File: src/rtl/fi_pkg.sv
// fi_pkg: shared types and constants for the fault injection controller.
// Holds the FSM state encoding, the LFSR feedback polynomial and the
// lookup table that maps a 3-bit draw field onto a target register index.
package fi_pkg;

    typedef enum logic [2:0] {
        IDLE   = 3'd0,
        DELAY  = 3'd1,
        INJECT = 3'd2,
        RUN    = 3'd3,
        REPORT = 3'd4
    } fi_state_e;

    localparam logic [31:0] LFSR_POLY = 32'h8020_0003;

    // Entry [n] is the register targeted when draw[27:25] == n.
    localparam logic [7:0][4:0] REG_LUT = {
        5'd9,  5'd23, 5'd22, 5'd21,
        5'd20, 5'd19, 5'd18, 5'd9
    };

    function automatic logic [4:0] reg_index(input logic [2:0] sel);
        return REG_LUT[sel];
    endfunction

endpackage

File: src/rtl/fi_lfsr.sv
// fi_lfsr: 32-bit Galois LFSR, right-shifting, one step per clock.
// The low OUT_W bits of the state are exported; the full state is kept
// internally so the feedback sequence is unaffected by the output width.
module fi_lfsr
    import fi_pkg::*;
#(
    parameter logic [31:0] SEED  = 32'hACE1_2024,
    parameter int unsigned OUT_W = 32
) (
    input  logic             clk,
    input  logic             rst,
    output logic [OUT_W-1:0] lfsr_out
);

    logic [31:0] lfsr_q;
    logic [31:0] lfsr_d;

    // Shift right and fold the polynomial back in when a one falls out.
    always_comb begin
        lfsr_d = {1'b0, lfsr_q[31:1]} ^ (lfsr_q[0] ? LFSR_POLY : 32'h0);
    end

    // State register; reset reloads the seed so sequences are repeatable.
    always_ff @(posedge clk or posedge rst) begin
        if (rst) begin
            lfsr_q <= SEED;
        end else begin
            lfsr_q <= lfsr_d;
        end
    end

    assign lfsr_out = lfsr_q[OUT_W-1:0];

endmodule

File: src/rtl/fault_inj_ctrl.sv
// fault_inj_ctrl: decides per protected run whether to inject a single-bit
// fault, waits a random delay, strobes the target and reports the outcome.
// Build option: define FI_WATCHDOG_EN to add the run-length watchdog that
// ends a run after TIMEOUT cycles; without it a run ends only on run_done.
module fault_inj_ctrl
    import fi_pkg::*;
#(
    parameter int unsigned FAULT_THR  = 179,
    parameter int unsigned DELAY_BASE = 900,
    parameter logic [11:0] DELAY_MASK = 12'hFFF,
    parameter logic [31:0] TIMEOUT    = 32'h0000_C000,
    parameter logic [31:0] SEED       = 32'hACE1_2024
) (
    input  logic        clk,
    input  logic        rst,
    input  logic        run_start,
    input  logic        run_done,
    output logic        fault_req,
    output logic [4:0]  fault_reg,
    output logic [4:0]  fault_bit,
    output logic        res_valid,
    output logic        res_injected,
    output logic        res_timeout,
    output logic [15:0] exp_count
);

    logic [27:0] lfsr_val;

    fi_state_e   state_q, state_d;
    logic [27:0] draw_q, draw_d;
    logic [31:0] count_q, count_d;
    logic        run_start_q, run_start_d;
    logic        fault_req_q, fault_req_d;
    logic [4:0]  fault_reg_q, fault_reg_d;
    logic [4:0]  fault_bit_q, fault_bit_d;
    logic        res_valid_q, res_valid_d;
    logic        res_injected_q, res_injected_d;
    logic        res_timeout_q, res_timeout_d;
    logic [15:0] exp_count_q, exp_count_d;
    logic        timeout_hit;

`ifdef FI_WATCHDOG_EN
    logic [31:0] wdog_q, wdog_d;
`else
    logic        unused_timeout;
    assign unused_timeout = ^TIMEOUT;
`endif

    fi_lfsr #(
        .SEED  (SEED),
        .OUT_W (28)
    ) u_lfsr (
        .clk      (clk),
        .rst      (rst),
        .lfsr_out (lfsr_val)
    );

    // Next-state, next-output and counter logic for the whole controller.
    always_comb begin
        state_d        = state_q;
        draw_d         = draw_q;
        count_d        = count_q;
        run_start_d    = run_start;
        fault_req_d    = 1'b0;
        fault_reg_d    = fault_reg_q;
        fault_bit_d    = fault_bit_q;
        res_valid_d    = 1'b0;
        res_injected_d = res_injected_q;
        res_timeout_d  = res_timeout_q;
        exp_count_d    = exp_count_q;

`ifdef FI_WATCHDOG_EN
        // The count includes the current cycle, so it reaches TIMEOUT on the
        // TIMEOUT-th cycle after leaving IDLE.
        if (state_q == IDLE) begin
            wdog_d = 32'd0;
        end else if (wdog_q == TIMEOUT) begin
            wdog_d = wdog_q;
        end else begin
            wdog_d = wdog_q + 32'd1;
        end
        timeout_hit = (wdog_d == TIMEOUT);
`else
        timeout_hit = 1'b0;
`endif

        unique case (state_q)
            IDLE: begin
                if (run_start && !run_start_q) begin
                    draw_d         = lfsr_val;
                    res_injected_d = 1'b0;
                    res_timeout_d  = 1'b0;
                    if ({24'd0, lfsr_val[7:0]} < FAULT_THR) begin
                        state_d = DELAY;
                        count_d = DELAY_BASE + {20'd0, lfsr_val[19:8] & DELAY_MASK};
                    end else begin
                        state_d = RUN;
                    end
                end
            end
            DELAY: begin
                if (run_done) begin
                    state_d     = REPORT;
                    res_valid_d = 1'b1;
                    exp_count_d = exp_count_q + 16'd1;
                end else if (count_q == 32'd0) begin
                    state_d        = INJECT;
                    fault_req_d    = 1'b1;
                    fault_bit_d    = draw_q[24:20];
                    fault_reg_d    = reg_index(draw_q[27:25]);
                    res_injected_d = 1'b1;
                end else begin
                    count_d = count_q - 32'd1;
                end
            end
            INJECT: begin
                state_d = RUN;
            end
            RUN: begin
                if (run_done) begin
                    state_d     = REPORT;
                    res_valid_d = 1'b1;
                    exp_count_d = exp_count_q + 16'd1;
                end else if (timeout_hit) begin
                    state_d       = REPORT;
                    res_valid_d   = 1'b1;
                    res_timeout_d = 1'b1;
                    exp_count_d   = exp_count_q + 16'd1;
                end
            end
            REPORT: begin
                state_d = IDLE;
            end
            default: begin
                state_d = IDLE;
            end
        endcase
    end

    // Single register stage for state, counters and all registered outputs.
    always_ff @(posedge clk or posedge rst) begin
        if (rst) begin
            state_q        <= IDLE;
            draw_q         <= '0;
            count_q        <= '0;
            run_start_q    <= 1'b0;
            fault_req_q    <= 1'b0;
            fault_reg_q    <= '0;
            fault_bit_q    <= '0;
            res_valid_q    <= 1'b0;
            res_injected_q <= 1'b0;
            res_timeout_q  <= 1'b0;
            exp_count_q    <= '0;
`ifdef FI_WATCHDOG_EN
            wdog_q         <= '0;
`endif
        end else begin
            state_q        <= state_d;
            draw_q         <= draw_d;
            count_q        <= count_d;
            run_start_q    <= run_start_d;
            fault_req_q    <= fault_req_d;
            fault_reg_q    <= fault_reg_d;
            fault_bit_q    <= fault_bit_d;
            res_valid_q    <= res_valid_d;
            res_injected_q <= res_injected_d;
            res_timeout_q  <= res_timeout_d;
            exp_count_q    <= exp_count_d;
`ifdef FI_WATCHDOG_EN
            wdog_q         <= wdog_d;
`endif
        end
    end

    assign fault_req    = fault_req_q;
    assign fault_reg    = fault_reg_q;
    assign fault_bit    = fault_bit_q;
    assign res_valid    = res_valid_q;
    assign res_injected = res_injected_q;
    assign res_timeout  = res_timeout_q;
    assign exp_count    = exp_count_q;

endmodule
File: config.mk
export PLATFORM = sky130hd
export DESIGN_NAME = fault_inj_ctrl
export DESIGN_NICKNAME = d
export VERILOG_FILES = /design/src/rtl/fi_pkg.sv /design/src/rtl/fi_lfsr.sv /design/src/rtl/fault_inj_ctrl.sv
export SDC_FILE = /design/constraint.sdc
export NUM_CORES = 1
export LEC_CHECK = 0
export BUFFER_PORTS_ARGS = -buffer_cell sky130_fd_sc_hd__buf_2
export CORE_MARGIN = 5
export CORE_UTILIZATION = 35
export CTS_BUF_LIST = sky130_fd_sc_hd__clkbuf_8
export DETAILED_ROUTE_END_ITERATION = 8
export HOLD_SLACK_MARGIN = 0.03
export PLACE_DENSITY_LB_ADDON = 0.05
export REMOVE_ABC_BUFFERS = 1
export SLEW_MARGIN = 20
export SYNTH_ARGS = -nofsm -noshare
export SYNTH_HDL_FRONTEND = slang
export SYNTH_SLANG_ARGS = --single-unit
File: constraint.sdc
create_clock -name clk -period 3.85 [get_ports clk]
set_clock_uncertainty 0.2 [all_clocks]
set_input_delay 0.77 -clock clk [delete_from_list [all_inputs] [get_ports clk]]
set_output_delay 0.77 -clock clk [all_outputs]
set_load 0.02 [all_outputs]
Yosys cells after proc, flatten, opt, wreduce, memory -nomap -nowiden. Memory sizes are Yosys's and may differ from the RTL's. A register that Yosys moved wholly into a read port is not among the register bits. Cells that the tools add are included.

Memories kept: 1. Output and inout port bits: 30. Bits in read-only memories: 40. Word-level logic and storage cells: 60. Register bits: 120.

Equality and inequality tests: 10. Muxes and demuxes: 21. Reduce and logical (&&, ||, !) cells: 12. $lt $le $gt $ge: 1. Bitwise logic cells: 2. $add $sub $neg: 3.

Memory list: (name not given) (words 8, width 5, rd ports 1, clocked after memory_dff 1, write ports 0, line fi_pkg.sv:23) `return REG_LUT[sel];`.

Operator list (count): $mux W32 (5); $pmux W32 S2 (1); $logic_not A32 Y1 (1); $sub A32 B1 Y32 const B (1); $xor A31 B32 Y32 (1); $add A16 B1 Y16 const B (1); $add A10 B12 Y13 const A (1); $mux W3 (4); $ne A2 B2 Y1 const B (6); $pmux W3 S4 (1); $lt A8 B8 Y1 const B (1); $mux W1 (8); $eq A3 B2 Y1 const B (2); $reduce_and A3 Y1 (2); $reduce_and A5 Y1 (1); $reduce_and A2 Y1 (2); $reduce_and A4 Y1 (1); $eq A3 B1 Y1 const B (1); $logic_not A3 Y1 (1); $ne A3 B3 Y1 const B (1); $mux W2 (1); $pmux W1 S2 (1); $reduce_bool A2 Y1 (1); $reduce_or A2 Y1 (1); other kinds (3) (3).

Logic depth before layout (Yosys ltp).
Word-level depth: 4. Depth in mapped cells: 10. Mapped depth without buffers: 8.

Cells and area by module. From an unflattened synthesis, not the netlist that was laid out.

Cell total of the unflattened synthesis: 452. Area, all modules: 4998.5 µm².

By module, submodules not included: fault_inj_ctrl (area each 3966.3 µm², times used 1, cells each 391, seq. area each 1826.8 µm²); fi_lfsr (area each 1032.2 µm², times used 1, cells each 61, seq. area each 814.5 µm²).

Worst setup path after synthesis. OpenSTA, ideal clock, no wires.

Path type: flip-flop to flip-flop. Start: register count_q[0]. End: register fault_reg_q[0] (netlist: fault_reg[0]). Data arrival time: 2734 ps. Path slack: 796 ps. Path buffers: 2. Cell stages (with the launch flop): 11. Cell sequence: dfrtp_1 inv_1 ha_1 or3b_4 or4_4 or4_1 buf_2 or3_4 buf_6 nand2_1 o21ai_1.

Cells in the longest elaborated chain, start to end: 2.

RTL lines: from (decl) (line fault_inj_ctrl.sv:31) `logic [31:0] count_q, count_d;`; from (signal assigned) (line fault_inj_ctrl.sv:160) `count_q <= count_d;`; $logic_not A32 Y1 (line fault_inj_ctrl.sv:106) `end else if (count_q == 32'd0) begin`; $reduce_and A3 Y1 (no source line); to (decl) (line fault_inj_ctrl.sv:34) `logic [4:0] fault_reg_q, fault_reg_d;`.

No other way between the ends. A chain may end at the register's enable or synchronous reset.

Worst setup path in the final report.
Start: register count_q[0]. End: register count_q[19].

Cells in the longest elaborated chain, start to end: 4. Elaborated cells on any way between the ends: 7.

RTL lines: $sub A32 B1 Y32 (line fault_inj_ctrl.sv:113) `count_d = count_q - 32'd1;`; $mux W32 (line fault_inj_ctrl.sv:106); $mux W32 (line fault_inj_ctrl.sv:102) `if (run_done) begin`; $pmux W32 S2 (line fault_inj_ctrl.sv:87) `unique case (state_q)`.

Parallel ways exist; a longest one is shown, timed or not. The select of a mux whose other input is x is not followed.

==> impl_results.rst <==
.. list-table::
   :header-rows: 1

   * - Metric
     - Value
   * - Unrepaired setup endpoints after global routing
     - no
   * - Horizontal die dimension
     - 126 microns
   * - Cell depth of the worst min-delay path
     - 0
   * - Cell at the root of the clock tree
     - sky130_fd_sc_hd__clkbuf_8
   * - Arrival @ worst endpoint
     - 3450 ps
   * - PortBufs
     - 32
   * - CTS tree
     - yes
   * - Area contributors post-synth
     - sky130_fd_sc_hd__dfrtp_1 50%, sky130_fd_sc_hd__dfstp_2 6.2%, sky130_fd_sc_hd__xor2_1 3.9%, sky130_fd_sc_hd__nand2_1 3.6%, sky130_fd_sc_hd__a21oi_1 2.9%
   * - Hold Crit Start
     - u_lfsr.lfsr_q[30]$_DFF_PP0_
   * - Kind of cell with the highest combined delay on the critical path
     - simple AND/OR/NAND/NOR gates
   * - Routed wire length per instance
     - 15.6 microns
   * - Number of nets still failing antenna checks after routing
     - 0
   * - Max-slew violations
     - 0
   * - Compound-cell area share of the yosys netlist
     - 0.115
   * - Cell variety after synth
     - 57
   * - Power consumption
     - 2.66 mW
   * - Routability congestion estimate
     - 0.775
   * - Final period util
     - 0.881
   * - Area share of xor/xnor cells in the synthesized design
     - 0.0638
   * - Largest driver fanout on the critical path
     - 13
   * - Cells on worst reg2reg path
     - 8
   * - FF-to-FF setup slack
     - 460 ps
   * - Pleak
     - 2.42 nW
   * - Area fraction of the dominant cell type after synthesis
     - 0.504
   * - Register bit count reported by yosys
     - 105
   * - Number of detailed-routing iterations run before antenna repair
     - 4
   * - Post-cts repair resize count
     - 0
   * - Kind of end point of the critical path
     - flop
   * - Drt total wl
     - 10.1 mm
   * - Maximum clock insertion buffer count
     - 2
   * - Minimum clock period after layout
     - 3390 ps
   * - Clock-pin slew on the worst setup and hold paths
     - 100 ps
   * - Area of the multi-input gates
     - 1880 sq um
   * - Total power per unit cell area
     - 506 nW/um^2
   * - Synth Instances
     - 436
   * - Die extent in y
     - 126 microns
   * - Share of synthesized cell area in full adder, half adder and majority cells
     - 0.0241
   * - Number of buffers and inverters on the critical path
     - 1
   * - Number of cells in the design after placement
     - 633
   * - Total die area
     - 15800 sq um
   * - Number of top-level pins
     - 34
   * - Required time of the worst setup path
     - 3910 ps
   * - Syn Std Cell Area
     - 4670 sq um
   * - Via-per-instance ratio
     - 5.03
   * - EDFF count, synth
     - 0
   * - Simple logic cell fraction of the synthesized area
     - 0.174
   * - Wire length of the first global-routing pass
     - 17.4 mm
   * - Final sum of negative setup slack
     - 0 ps
   * - Worst min-delay path endpoint
     - u_lfsr.lfsr_q[29]$_DFF_PP1_
   * - Number of nets in the layout
     - 481
   * - CP peak stage delay
     - 670 ps
   * - Transition time at the pin with the least slew margin
     - 789 ps
   * - Remaining Overflow, GRT
     - 0
   * - R2R Path Start
     - count_q[0]$_DFFE_PP0P_
   * - Starting DRC count in detailed routing
     - 228
   * - Initial antenna violation count
     - 0
   * - Starting density of the core
     - 0.355
   * - Core Region
     - 13100 sq um
   * - Max Cap Viol
     - 0
   * - Number of standard cells in the final layout excluding fillers
     - 649
   * - Via count of the first global-routing pass
     - 3322
   * - Startpoint types
     - flop
   * - Yosys top cell by area
     - sky130_fd_sc_hd__dfrtp_1
   * - Maximum vdd drop
     - 192 uV
   * - Proportion of register bits with asynchronous set or reset after synthesis
     - 1.00
   * - Number of H-tree branching levels
     - 3
   * - Count of antenna diodes in the layout
     - 0
   * - Post-synthesis sequential area ratio
     - 0.566
   * - Multiplexer share of the synthesized area
     - 0.0255
   * - Pin count of the biggest net entering global routing
     - 59
   * - Fraction of layout instances using a drive strength above 1
     - 0.184
   * - Relative area change from synthesis to final layout
     - 12.4%
   * - Total GRT Usage
     - 0.137
   * - Worst Setup Path Type
     - reg -> reg
   * - Total DRC errors in the routed layout
     - 0
   * - CTS Buf Count
     - 9
   * - Upper clock frequency limit
     - 295 MHz
   * - Worst min-delay path class
     - reg -> reg
   * - Cells along the critical path
     - inv_1 > ha_1 > or3b_4 > or4_4 > or4_1 > o21ai_2 > nor4_1 > mux2i_1
   * - Combinational family with the most area after synthesis
     - simple AND/OR/NAND/NOR gates
   * - Post-Syn Area per Cell
     - 10.7 sq um
   * - Dpl hpwl
     - 6.86 mm
   * - Yosys synthesis warning count
     - 0
   * - FF+latch area
     - 2640 sq um
   * - Outcome
     - finished, final reports clean
   * - Leading register cell type out of synthesis
     - sky130_fd_sc_hd__dfrtp_1
   * - Setup violations, final
     - 0
   * - Buffers inserted during post-CTS setup optimization
     - 0
   * - Number of clock sinks
     - 105
   * - Commonest cells post-synth
     - 94 x sky130_fd_sc_hd__dfrtp_1, 45 x sky130_fd_sc_hd__nand2_1, 31 x sky130_fd_sc_hd__nor2_1
   * - Worst slew margin relative to its limit
     - 0.474
   * - Filler cells
     - 1333
   * - Crit Reg-Reg Endpoint
     - count_q[19]$_DFFE_PP0P_
   * - Skew-Pair Late Insertion Delay
     - 380 ps
   * - Hold buffers post-CTS
     - 0
   * - Critical Path Slowest Stage Cell
     - sky130_fd_sc_hd__or4_1
   * - Overall via count from detail_route
     - 3262
   * - Endpoints failing hold
     - 0
   * - Cell with the most instances after synthesis
     - sky130_fd_sc_hd__dfrtp_1
   * - Number of placement rows
     - 42
==> worst register-to-register path, delay by kind of cell, from the launching register on <==
kind,cells,cell delay (ps)
compound gates,1,490
buf+inv,1,90
mux,1,150
flops,1,420
fa+ha+maj,1,180
simple gates,4,1740
==> worst max path at each step <==
| stage | to | start | slack [ps] | depth (start not counted) |
|---|---|---|---|---|
| 2_1_floorplan | count_q[0]$_DFFE_PP0P_ | rst | 140 | 1 |
| 3_3_place_gp | count_q[2]$_DFFE_PP0P_ | count_q[0]$_DFFE_PP0P_ | 550 | 8 |
| 3_5_place_dp | count_q[19]$_DFFE_PP0P_ | count_q[0]$_DFFE_PP0P_ | 490 | 8 |
| 4_1_cts | count_q[2]$_DFFE_PP0P_ | count_q[0]$_DFFE_PP0P_ | 460 | 8 |
| 5_1_grt | count_q[12]$_DFFE_PP0P_ | count_q[0]$_DFFE_PP0P_ | 260 | 8 |
| 6_report | count_q[19]$_DFFE_PP0P_ | count_q[0]$_DFFE_PP0P_ | 460 | 8 |
==> layout make-up <==
class | count | area share
tap | 176 | 0.0420
clock inverter | 7 | 0.0179
multi-input combinational | 299 | 0.359
timing repair buffer | 40 | 0.0444
inverter | 13 | 0.00978
sequential | 105 | 0.503
clock buffer | 9 | 0.0236
==> cell usage in the layout (no fill, tap or decap), types with 11 or more instances in the layout <==
master | Yosys | routed
sky130_fd_sc_hd__dfstp_2 | 11 | 11
sky130_fd_sc_hd__nand2_1 | 45 | 45
sky130_fd_sc_hd__dfrtp_1 | 94 | 94
sky130_fd_sc_hd__a21oi_1 | 27 | 27
sky130_fd_sc_hd__buf_2 | 2 | 32
sky130_fd_sc_hd__nand3_1 | 13 | 13
sky130_fd_sc_hd__o21ai_0 | 24 | 24
sky130_fd_sc_hd__nor3_1 | 17 | 17
sky130_fd_sc_hd__or3_1 | 11 | 11
sky130_fd_sc_hd__inv_1 | 12 | 12
sky130_fd_sc_hd__nor2_1 | 31 | 31
sky130_fd_sc_hd__xnor2_1 | 13 | 13
sky130_fd_sc_hd__xor2_1 | 21 | 21
==> where the power goes <==
part	internal [mW]	switching, mW
clock	0.369	0.390
combinational	0.206	0.388
sequential	1.19	0.110
==> metrics by stage <==
stage,worst slack [ps],instance area [sq um],util,hold slack (ps)
finish,458,5250,0.399,162
global route,256,5250,0.399,180
CTS,465,5250,0.399,168
detailed placement,486,5030,0.383,143
global placement,546,5030,0.383,139
floorplan,138,4570,-,133
==> kinds of logic (layout without fill, tap and decap cells) <==
group	Yosys count	count (layout)
xor+xnor	34	34
simple gates	157	157
flops	105	105
fa+ha+maj	9	9
compound gates	87	87
buf+inv	32	69
mux	11	11
other cells	1	1
==> layer usage <==
metal  track usage  wire, microns
met1         0.191           4930
met5             0              0
met2         0.210           4660
met4        0.0472            141
met3        0.0324            374
Note: power is estimated with default switching activity, not from simulation.
